## src/rtl/clock_pkg.sv

```systemverilog
`default_nettype none
// +----------------------------------------------------------------------------+
// | Package : clock_pkg                                                         |
// | Shared BCD packing layout, digit limits, ring FSM encoding and validators.  |
// | Rev     : 1.0                                                               |
// +----------------------------------------------------------------------------+
package clock_pkg;

    localparam int c_time_w    = 20;
    localparam int c_hhmm_w    = 13;

    // 20-bit time: {h_shi[1:0],h_ge[3:0],m_shi[2:0],m_ge[3:0],s_shi[2:0],s_ge[3:0]}
    localparam int c_s_ge_lsb  = 0;
    localparam int c_s_shi_lsb = 4;
    localparam int c_m_ge_lsb  = 7;
    localparam int c_m_shi_lsb = 11;
    localparam int c_h_ge_lsb  = 14;
    localparam int c_h_shi_lsb = 18;
    // the 13-bit hh:mm packing is the upper part of the time packing
    localparam int c_hhmm_lsb  = c_m_ge_lsb;

    localparam logic [3:0] c_max_ge      = 4'd9;
    localparam logic [2:0] c_max_shi     = 3'd5;
    localparam logic [1:0] c_max_h_shi   = 2'd2;
    localparam logic [3:0] c_max_h_ge_20 = 4'd3;

    typedef enum logic [1:0] {
        ST_IDLE   = 2'd0,
        ST_RING   = 2'd1,
        ST_SNOOZE = 2'd2
    } ring_state_t;

    function automatic logic hour_valid(input logic [1:0] h_shi, input logic [3:0] h_ge);
        return (h_ge <= c_max_ge) &&
               ((h_shi < c_max_h_shi) || ((h_shi == c_max_h_shi) && (h_ge <= c_max_h_ge_20)));
    endfunction

    function automatic logic hhmm_valid(input logic [c_hhmm_w-1:0] a);
        return hour_valid(a[12:11], a[10:7]) && (a[6:4] <= c_max_shi) && (a[3:0] <= c_max_ge);
    endfunction

    function automatic logic time_valid(input logic [c_time_w-1:0] t);
        return hhmm_valid(t[c_time_w-1:c_hhmm_lsb]) && (t[6:4] <= c_max_shi) && (t[3:0] <= c_max_ge);
    endfunction

endpackage
`default_nettype wire

```

## src/rtl/bcd_time_counter.sv

```systemverilog
`default_nettype none
// +----------------------------------------------------------------------------+
// | Module : bcd_time_counter                                                   |
// | 1 Hz divider plus BCD time-of-day counter with validated synchronous load.  |
// | Rev    : 1.0                                                                |
// +----------------------------------------------------------------------------+
module bcd_time_counter import clock_pkg::*; #(
    parameter int CLK_DIV = 50_000_000
) (
    input  logic                clk,
    input  logic                rst,
    input  logic                i_set_load,
    input  logic [c_time_w-1:0] i_set_time,
    output logic [c_time_w-1:0] o_time_bcd,
    output logic                o_sec_pulse,
    output logic                o_adv,
    output logic                o_load_err
);

    localparam int                 c_div_w   = (CLK_DIV > 2) ? $clog2(CLK_DIV) : 1;
    localparam logic [c_div_w-1:0] c_div_max = c_div_w'(CLK_DIV - 1);

    logic [c_div_w-1:0]  r_div;
    logic [c_time_w-1:0] r_time;
    logic                r_adv;
    logic                r_load_err;
    logic                w_load_ok;
    logic [c_time_w-1:0] w_next;
    logic [3:0]          w_s_ge, w_m_ge, w_h_ge;
    logic [2:0]          w_s_shi, w_m_shi;
    logic [1:0]          w_h_shi;

    assign o_sec_pulse = (r_div == c_div_max);
    assign w_load_ok   = time_valid(i_set_time);
    assign o_time_bcd  = r_time;
    assign o_adv       = r_adv;
    assign o_load_err  = r_load_err;

    // one-second increment with the BCD carry ripple, 23:59:59 wraps to 00:00:00
    always_comb begin
        w_s_ge  = r_time[c_s_ge_lsb  +: 4];
        w_s_shi = r_time[c_s_shi_lsb +: 3];
        w_m_ge  = r_time[c_m_ge_lsb  +: 4];
        w_m_shi = r_time[c_m_shi_lsb +: 3];
        w_h_ge  = r_time[c_h_ge_lsb  +: 4];
        w_h_shi = r_time[c_h_shi_lsb +: 2];
        if (w_s_ge != c_max_ge) begin
            w_s_ge = w_s_ge + 4'd1;
        end else begin
            w_s_ge = '0;
            if (w_s_shi != c_max_shi) begin
                w_s_shi = w_s_shi + 3'd1;
            end else begin
                w_s_shi = '0;
                if (w_m_ge != c_max_ge) begin
                    w_m_ge = w_m_ge + 4'd1;
                end else begin
                    w_m_ge = '0;
                    if (w_m_shi != c_max_shi) begin
                        w_m_shi = w_m_shi + 3'd1;
                    end else begin
                        w_m_shi = '0;
                        if ((w_h_shi == c_max_h_shi) && (w_h_ge == c_max_h_ge_20)) begin
                            w_h_shi = '0;
                            w_h_ge  = '0;
                        end else if (w_h_ge == c_max_ge) begin
                            w_h_ge  = '0;
                            w_h_shi = w_h_shi + 2'd1;
                        end else begin
                            w_h_ge = w_h_ge + 4'd1;
                        end
                    end
                end
            end
        end
        w_next = {w_h_shi, w_h_ge, w_m_shi, w_m_ge, w_s_shi, w_s_ge};
    end

    always_ff @(posedge clk) begin
        if (rst) begin
            r_div      <= '0;
            r_time     <= '0;
            r_adv      <= 1'b0;
            r_load_err <= 1'b0;
        end else begin
            r_load_err <= i_set_load & ~w_load_ok;
            r_adv      <= o_sec_pulse & ~(i_set_load & w_load_ok);
            if (i_set_load && w_load_ok) begin
                r_time <= i_set_time;
                r_div  <= '0;
            end else begin
                if (o_sec_pulse) begin
                    r_time <= w_next;
                end
                r_div <= o_sec_pulse ? '0 : r_div + 1'b1;
            end
        end
    end

endmodule
`default_nettype wire

```

## src/rtl/multi_alarm_clock_core.sv

```systemverilog
`default_nettype none
// +----------------------------------------------------------------------------+
// | Module : multi_alarm_clock_core                                             |
// | BCD clock with NUM_ALM alarm slots and a shared ring/snooze state machine.  |
// | Rev    : 1.0                                                                |
// +----------------------------------------------------------------------------+
module multi_alarm_clock_core import clock_pkg::*; #(
    parameter int CLK_DIV    = 50_000_000,
    parameter int NUM_ALM    = 4,
    parameter int RING_SEC   = 60,
    parameter int SNOOZE_SEC = 300
) (
    input  logic                clk,
    input  logic                rst,
    input  logic                set_load,
    input  logic [c_time_w-1:0] set_time,
    input  logic                alm_wr,
    input  logic [2:0]          alm_idx,
    input  logic [c_hhmm_w-1:0] alm_hhmm,
    input  logic                alm_en,
    input  logic                snooze,
    input  logic                stop,
    output logic [c_time_w-1:0] time_bcd,
    output logic                sec_pulse,
    output logic                ring,
    output logic [2:0]          ring_id,
    output logic                set_err
);

    localparam logic [9:0] c_ring_last = 10'(RING_SEC - 1);
    localparam logic [9:0] c_snz_last  = 10'(SNOOZE_SEC - 1);

    logic                w_adv;
    logic                w_load_err;
    logic                w_alm_ok;
    logic                r_alm_err;
    logic [c_hhmm_w-1:0] r_alm_hhmm [NUM_ALM];
    logic [NUM_ALM-1:0]  r_alm_en;
    logic [NUM_ALM-1:0]  w_hit;
    logic                w_match;
    logic [2:0]          w_match_idx;
    ring_state_t         r_state;
    logic [9:0]          r_cnt;
    logic                r_ring;
    logic [2:0]          r_ring_id;

    bcd_time_counter #(
        .CLK_DIV (CLK_DIV)
    ) u_time (
        .clk         (clk),
        .rst         (rst),
        .i_set_load  (set_load),
        .i_set_time  (set_time),
        .o_time_bcd  (time_bcd),
        .o_sec_pulse (sec_pulse),
        .o_adv       (w_adv),
        .o_load_err  (w_load_err)
    );

    assign w_alm_ok = ({1'b0, alm_idx} < 4'(NUM_ALM)) && hhmm_valid(alm_hhmm);
    assign set_err  = w_load_err | r_alm_err;
    assign ring     = r_ring;
    assign ring_id  = r_ring_id;

    always_ff @(posedge clk) begin
        if (rst) begin
            r_alm_err <= 1'b0;
            r_alm_en  <= '0;
            for (int i = 0; i < NUM_ALM; i++) begin
                r_alm_hhmm[i] <= '0;
            end
        end else begin
            r_alm_err <= alm_wr & ~w_alm_ok;
            for (int i = 0; i < NUM_ALM; i++) begin
                if (alm_wr && w_alm_ok && (alm_idx == 3'(i))) begin
                    r_alm_hhmm[i] <= alm_hhmm;
                    r_alm_en[i]   <= alm_en;
                end
            end
        end
    end

    generate
        for (genvar gi = 0; gi < NUM_ALM; gi++) begin : g_match
            assign w_hit[gi] = r_alm_en[gi] &&
                               (r_alm_hhmm[gi] == time_bcd[c_time_w-1:c_hhmm_lsb]) &&
                               (time_bcd[c_hhmm_lsb-1:0] == '0);
        end
    endgenerate

    // scan downwards so the lowest matching slot is the one left standing
    always_comb begin
        w_match_idx = '0;
        for (int i = NUM_ALM - 1; i >= 0; i--) begin
            if (w_hit[i]) begin
                w_match_idx = 3'(i);
            end
        end
        w_match = |w_hit;
    end

    always_ff @(posedge clk) begin
        if (rst) begin
            r_state   <= ST_IDLE;
            r_cnt     <= '0;
            r_ring    <= 1'b0;
            r_ring_id <= '0;
        end else begin
            case (r_state)
                ST_IDLE: begin
                    if (w_adv && w_match) begin
                        r_state   <= ST_RING;
                        r_cnt     <= '0;
                        r_ring    <= 1'b1;
                        r_ring_id <= w_match_idx;
                    end
                end
                ST_RING: begin
                    if (stop || (sec_pulse && !snooze && (r_cnt == c_ring_last))) begin
                        r_state   <= ST_IDLE;
                        r_ring    <= 1'b0;
                        r_ring_id <= '0;
                    end else if (snooze) begin
                        r_state <= ST_SNOOZE;
                        r_cnt   <= '0;
                        r_ring  <= 1'b0;
                    end else if (sec_pulse) begin
                        r_cnt <= r_cnt + 10'd1;
                    end
                end
                ST_SNOOZE: begin
                    if (stop) begin
                        r_state   <= ST_IDLE;
                        r_ring    <= 1'b0;
                        r_ring_id <= '0;
                    end else if (sec_pulse) begin
                        if (r_cnt == c_snz_last) begin
                            r_state <= ST_RING;
                            r_cnt   <= '0;
                            r_ring  <= 1'b1;
                        end else begin
                            r_cnt <= r_cnt + 10'd1;
                        end
                    end
                end
                default: begin
                    r_state   <= ST_IDLE;
                    r_cnt     <= '0;
                    r_ring    <= 1'b0;
                    r_ring_id <= '0;
                end
            endcase
        end
    end

endmodule
`default_nettype wire

```

## config.mk

```make
export PLATFORM = sky130hd
export DESIGN_NAME = multi_alarm_clock_core
export DESIGN_NICKNAME = d
export VERILOG_FILES = /design/src/rtl/clock_pkg.sv /design/src/rtl/bcd_time_counter.sv /design/src/rtl/multi_alarm_clock_core.sv
export SDC_FILE = /design/constraint.sdc
export NUM_CORES = 1
export LEC_CHECK = 0
export BUFFER_PORTS_ARGS = -buffer_cell sky130_fd_sc_hd__buf_2
export CAP_MARGIN = 20
export CORE_UTILIZATION = 45
export DETAILED_ROUTE_END_ITERATION = 10
export MAX_ROUTING_LAYER = met4
export SYNTH_ARGS = -nofsm -noshare
export SYNTH_HDL_FRONTEND = slang
export SYNTH_SLANG_ARGS = --single-unit
```

## constraint.sdc

```tcl
create_clock -name clk -period 3 [get_ports clk]
set_clock_uncertainty 0.1 [all_clocks]
set_input_delay 0.15 -clock clk [delete_from_list [all_inputs] [get_ports clk]]
set_output_delay 0.15 -clock clk [all_outputs]
set_load 0.005 [all_outputs]
```

==> reports/results.md <==
| Stage | Item | Reported |
|---|---|---|
| detailed routing | Post-route ant nets | 0 |
| detailed routing | Length of the first detailed-routing pass in iterations | 5 |
| global route | First-pass GRT wire length | 25900 µm |
| yosys | Area of the mapped netlist | 6280 µm² |
| job | Maximum capacitance violations | 0 |
| floorplan | Effective utilization at floorplan | 46.7% |
| clock network | H-tree depth | 4 |
| yosys | Number of nets in the synthesized netlist | 704 |
| setup path | Top fanout value on the critical path | 6 |
| floorplan | Area of the core | 13500 µm² |
| global route | Via count of the first global-routing pass | 4937 |
| yosys | Asr flop ratio synth | 0% |
| clock network | Maximum root-to-sink buffer count | 2 |
| detailed routing | Average detailed-routed wire length per instance | 17.2 µm |
| detailed routing | Sum of routed wire length over all layers | 16200 µm |
| yosys | Post-synth top area cell | sky130_fd_sc_hd__edfxtp_1 |
| detailed routing | Post-DR vias/cell | 5.46 |
| setup path | Critical Setup Path Class | flip-flop to output pin |
| setup path | Slowest library cell on the worst path | sky130_fd_sc_hd__nor4b_1 |
| setup path | Number of buffers and inverters on the critical path | 1 |
| floorplan | Total number of placement rows | 42 |
| detailed routing | DR iter-0 viols | 450 |
| power and ir drop | Relative contribution of combinational cells to total power | 5.9% |
| yosys | Avg Cell Area, Syn | 9.62 µm² |
| layout | Layout cell share with drive strength beyond 1 | 16.9% |
| clock network | Number of clock sinks | 120 |
| detailed routing | Residual DRC | 0 |
| power and ir drop | Total power density per cell area | 569 nW/µm² |
| yosys | Top FF cell, synth | sky130_fd_sc_hd__dfxtp_1 |
| sta | Period utilization | 91.6% |
| floorplan | Die Span Y | 120 µm |
| sta | Normalized max-slew margin | 44.6% |
| placement | Routability-driven placement congestion ratio | 0.828 |
| clock network | Clock latency of the later-clocked register in the worst-skew pair | 420 ps |
| sta | Least-Margin Pin Slew | 826 ps |
| setup path | Worst endpoint required time | 2750 ps |
| setup path | Endpoint class of the critical path | output pin |
| hold path | Class of the tightest hold or removal check | input pin to flip-flop |
| floorplan | Die X | 120 µm |
| run status | Run status | finished clean |
| clock network | Worst-path clk slew | 50 ps |
| sta | Final number of hold-violating endpoints | 0 |
| yosys | Share of Yosys cell area claimed by the top area cell type | 24.9% |
| yosys | Fraction of the yosys area taken by sequential cells | 46.5% |
| sta | Number of max-slew violations in the final report | 0 |
| detailed routing | Via total after detailed routing | 5128 |
| sta | Total of endpoints with negative setup slack in the final report | 0 |
| power and ir drop | Proportion of power drawn by the clock network | 53.5% |
| layout | Area growth from synthesis to layout | 24.3% |
| placement | Area post-placement | 6830 µm² |
| layout | Diode insertion count for antenna repair | 0 |
| setup path | Cells along the critical path | or4b_4, nor4_4, nor4b_1, buf_2 |
| clock network | Total CTS buffers | 17 |
| power and ir drop | Switching power share of the total | 20.9% |
| setup path | Slowest cell delay on critical path | 540 ps |
| sta | Setup repair after global routing missed its margin | no |
| floorplan | Top Ports | 69 |
| global route | Remaining global-route overflow | 0 |
| layout | Final Cell Area | 7810 µm² |
| power and ir drop | Reg power frac | 40.6% |
| power and ir drop | Leakage component of the power | 2.78 nW |
| global route | Antenna violations before repair | 0 |
| yosys | Number of synthesized flops with an enable pin | 52 |
| yosys | Number of register bits inferred by synthesis | 120 |
| yosys | Most repeated cell in the gate-level netlist after synthesis | sky130_fd_sc_hd__dfxtp_1 |
| yosys | Post-synth cell types | 59 |
| clock network | CTS root buffer | sky130_fd_sc_hd__clkbuf_16 |
| clock network | Clock tree from TritonCTS | yes |
| yosys | Mapped Cells | 653 |
| setup path | Top cell family by delay on the critical path | simple AND/OR/NAND/NOR gates |
| sta | Final period demand of the worst path | 2750 ps |
| yosys | Warnings from Yosys | 0 |
| yosys | Top cells by area, synth | sky130_fd_sc_hd__edfxtp_1 25%, sky130_fd_sc_hd__dfxtp_1 22%, sky130_fd_sc_hd__xnor2_1 9.2%, sky130_fd_sc_hd__and2_1 5.6%, sky130_fd_sc_hd__nor2_1 3.9% |
| placement | Number of buffers added on ports | 67 |
| floorplan | Die Outline Area | 14400 µm² |
| setup path | Data arrival time of the critical path | 2500 ps |
| power and ir drop | Cell-internal power | 3.51 mW |
| sta | Setup tns final | 0 ps |
| global route | Pin count of the biggest net entering global routing | 43 |
| sta | Max Fclk | 364 MHz |
| layout | Final net count | 802 |
| layout | Utilization after layout | 58.1% |
| global route | Overall global routing resource usage | 24.4% |
| yosys | Leading cell types by count after synthesis | 68 x sky130_fd_sc_hd__dfxtp_1, 66 x sky130_fd_sc_hd__xnor2_1, 65 x sky130_fd_sc_hd__nor2_1 |
| power and ir drop | Largest voltage drop on the vdd net | 0.000415 V |
| setup path | Startpoint type of the worst setup path | flip-flop |
| placement | Half-perimeter wire length after detailed placement | 11400 µm |
| power and ir drop | Net Switching | 930 µW |
-- worst register-to-register path: stages, from the launching register on --
cell	delay, ps
sky130_fd_sc_hd__dfxtp_1	380
sky130_fd_sc_hd__nor3_1	440
sky130_fd_sc_hd__nand4_1	220
sky130_fd_sc_hd__nor4_1	490
sky130_fd_sc_hd__and3b_1	290
sky130_fd_sc_hd__nand2_1	150
sky130_fd_sc_hd__nand4b_4	200
sky130_fd_sc_hd__o41ai_1	380
-- per-stage QoR --
stage	worst slack, ps	power [mW]	hold slack [ps]	cells
finish	252	4.44	14.7	940
global route	13.3	4.57	13.4	940
CTS	194	4.46	3.23	940
detailed placement	211	2.07	314	879
global placement	329	2.07	304	879
floorplan	463	1.96	159	653
-- sequential cells by signal, summed over array words and instances, names as in the netlist, 2 cells and up --
| signal | count |
|---|---|
| r_alm_en | 4 |
| r_alm_hhmm | 52 |
| r_cnt | 10 |
| r_state | 2 |
| ring_id | 2 |
| u_time.o_time_bcd | 20 |
| u_time.r_div | 26 |
-- final cells by class --
class	instances	area (µm²)
multi-input combinational	475	3140
timing repair buffer	114	761
fill	1173	5640
clock buffer	17	425
tap	176	220
clock inverter	15	255
sequential	120	2920
inverter	23	86.3
-- logic make-up after synthesis --
family / synth area share [%]
AND/OR/NAND/NOR: 27.0
AO/OA/AOI/OAI: 9.76
flip-flops: 46.5
adder cells (fa/ha/maj): 1.59
XOR/XNOR: 11.3
buffers and inverters: 3.60
other: 0.0597
multiplexers: 0.159
-- placed cells by master (no fill, tap or decap), drive strengths merged, types with 6 or more instances in the layout --
master	synthesis	routed
a211oi	9	9
a21oi	17	17
a311o	10	10
a311oi	9	9
and2	57	57
and3	6	6
buf	5	85
bufinv	0	7
clkbuf	30	17
clkinv	1	7
dfxtp	68	68
dlygate4sd3	0	29
edfxtp	52	52
ha	8	8
inv	22	22
nand2	38	38
nand3	21	21
nand4	26	26
nor2	65	65
nor2b	13	13
nor3	12	12
nor4	10	10
o21ai	20	20
o41ai	8	8
or3	11	11
xnor2	66	66
xor2	15	15
-- path summary, 6_finish.rpt --
check	from	end	slack [ps]	cells past startpoint
setup / recovery	u_time.r_div[12]	sec_pulse	250	4
hold / removal	alm_hhmm[8]	r_alm_hhmm[1][8]	10	2
setup reg to reg	u_time.o_time_bcd[4]	r_cnt[8]	250	7
hold reg to reg	u_time.r_div[0]	u_time.r_div[0]	360	1
-- routing by layer --
layer,GRT usage [%],routed length (µm),part of all wire [%],up-vias
li1,-,-,-,2520
met1,33.0,7850,48,2431
met2,36.6,7340,45,161
met3,5.66,869,5.4,16
met4,6.48,154,0.95,0
met5,-,0,0,-
-- power groups by stage --
stage                     logic, mW  registers (mW)  clock network (mW)
final                         0.263            1.81                2.38
after CTS                     0.263            1.81                2.40
after global routing          0.288            1.81                2.47
after global placement        0.230            1.84                   0
after floorplan               0.144            1.82                   0
after detailed placement      0.233            1.84                   0
-- repair_timing --
item | in CTS | in global routing
hold endpoints to repair | 53 | 0
buffers inserted | 0 | 0
setup endpoints to repair | 0 | 8
hold buffers | 29 | 0
resized for setup | 0 | 2
(Power assumes the default switching activity.)
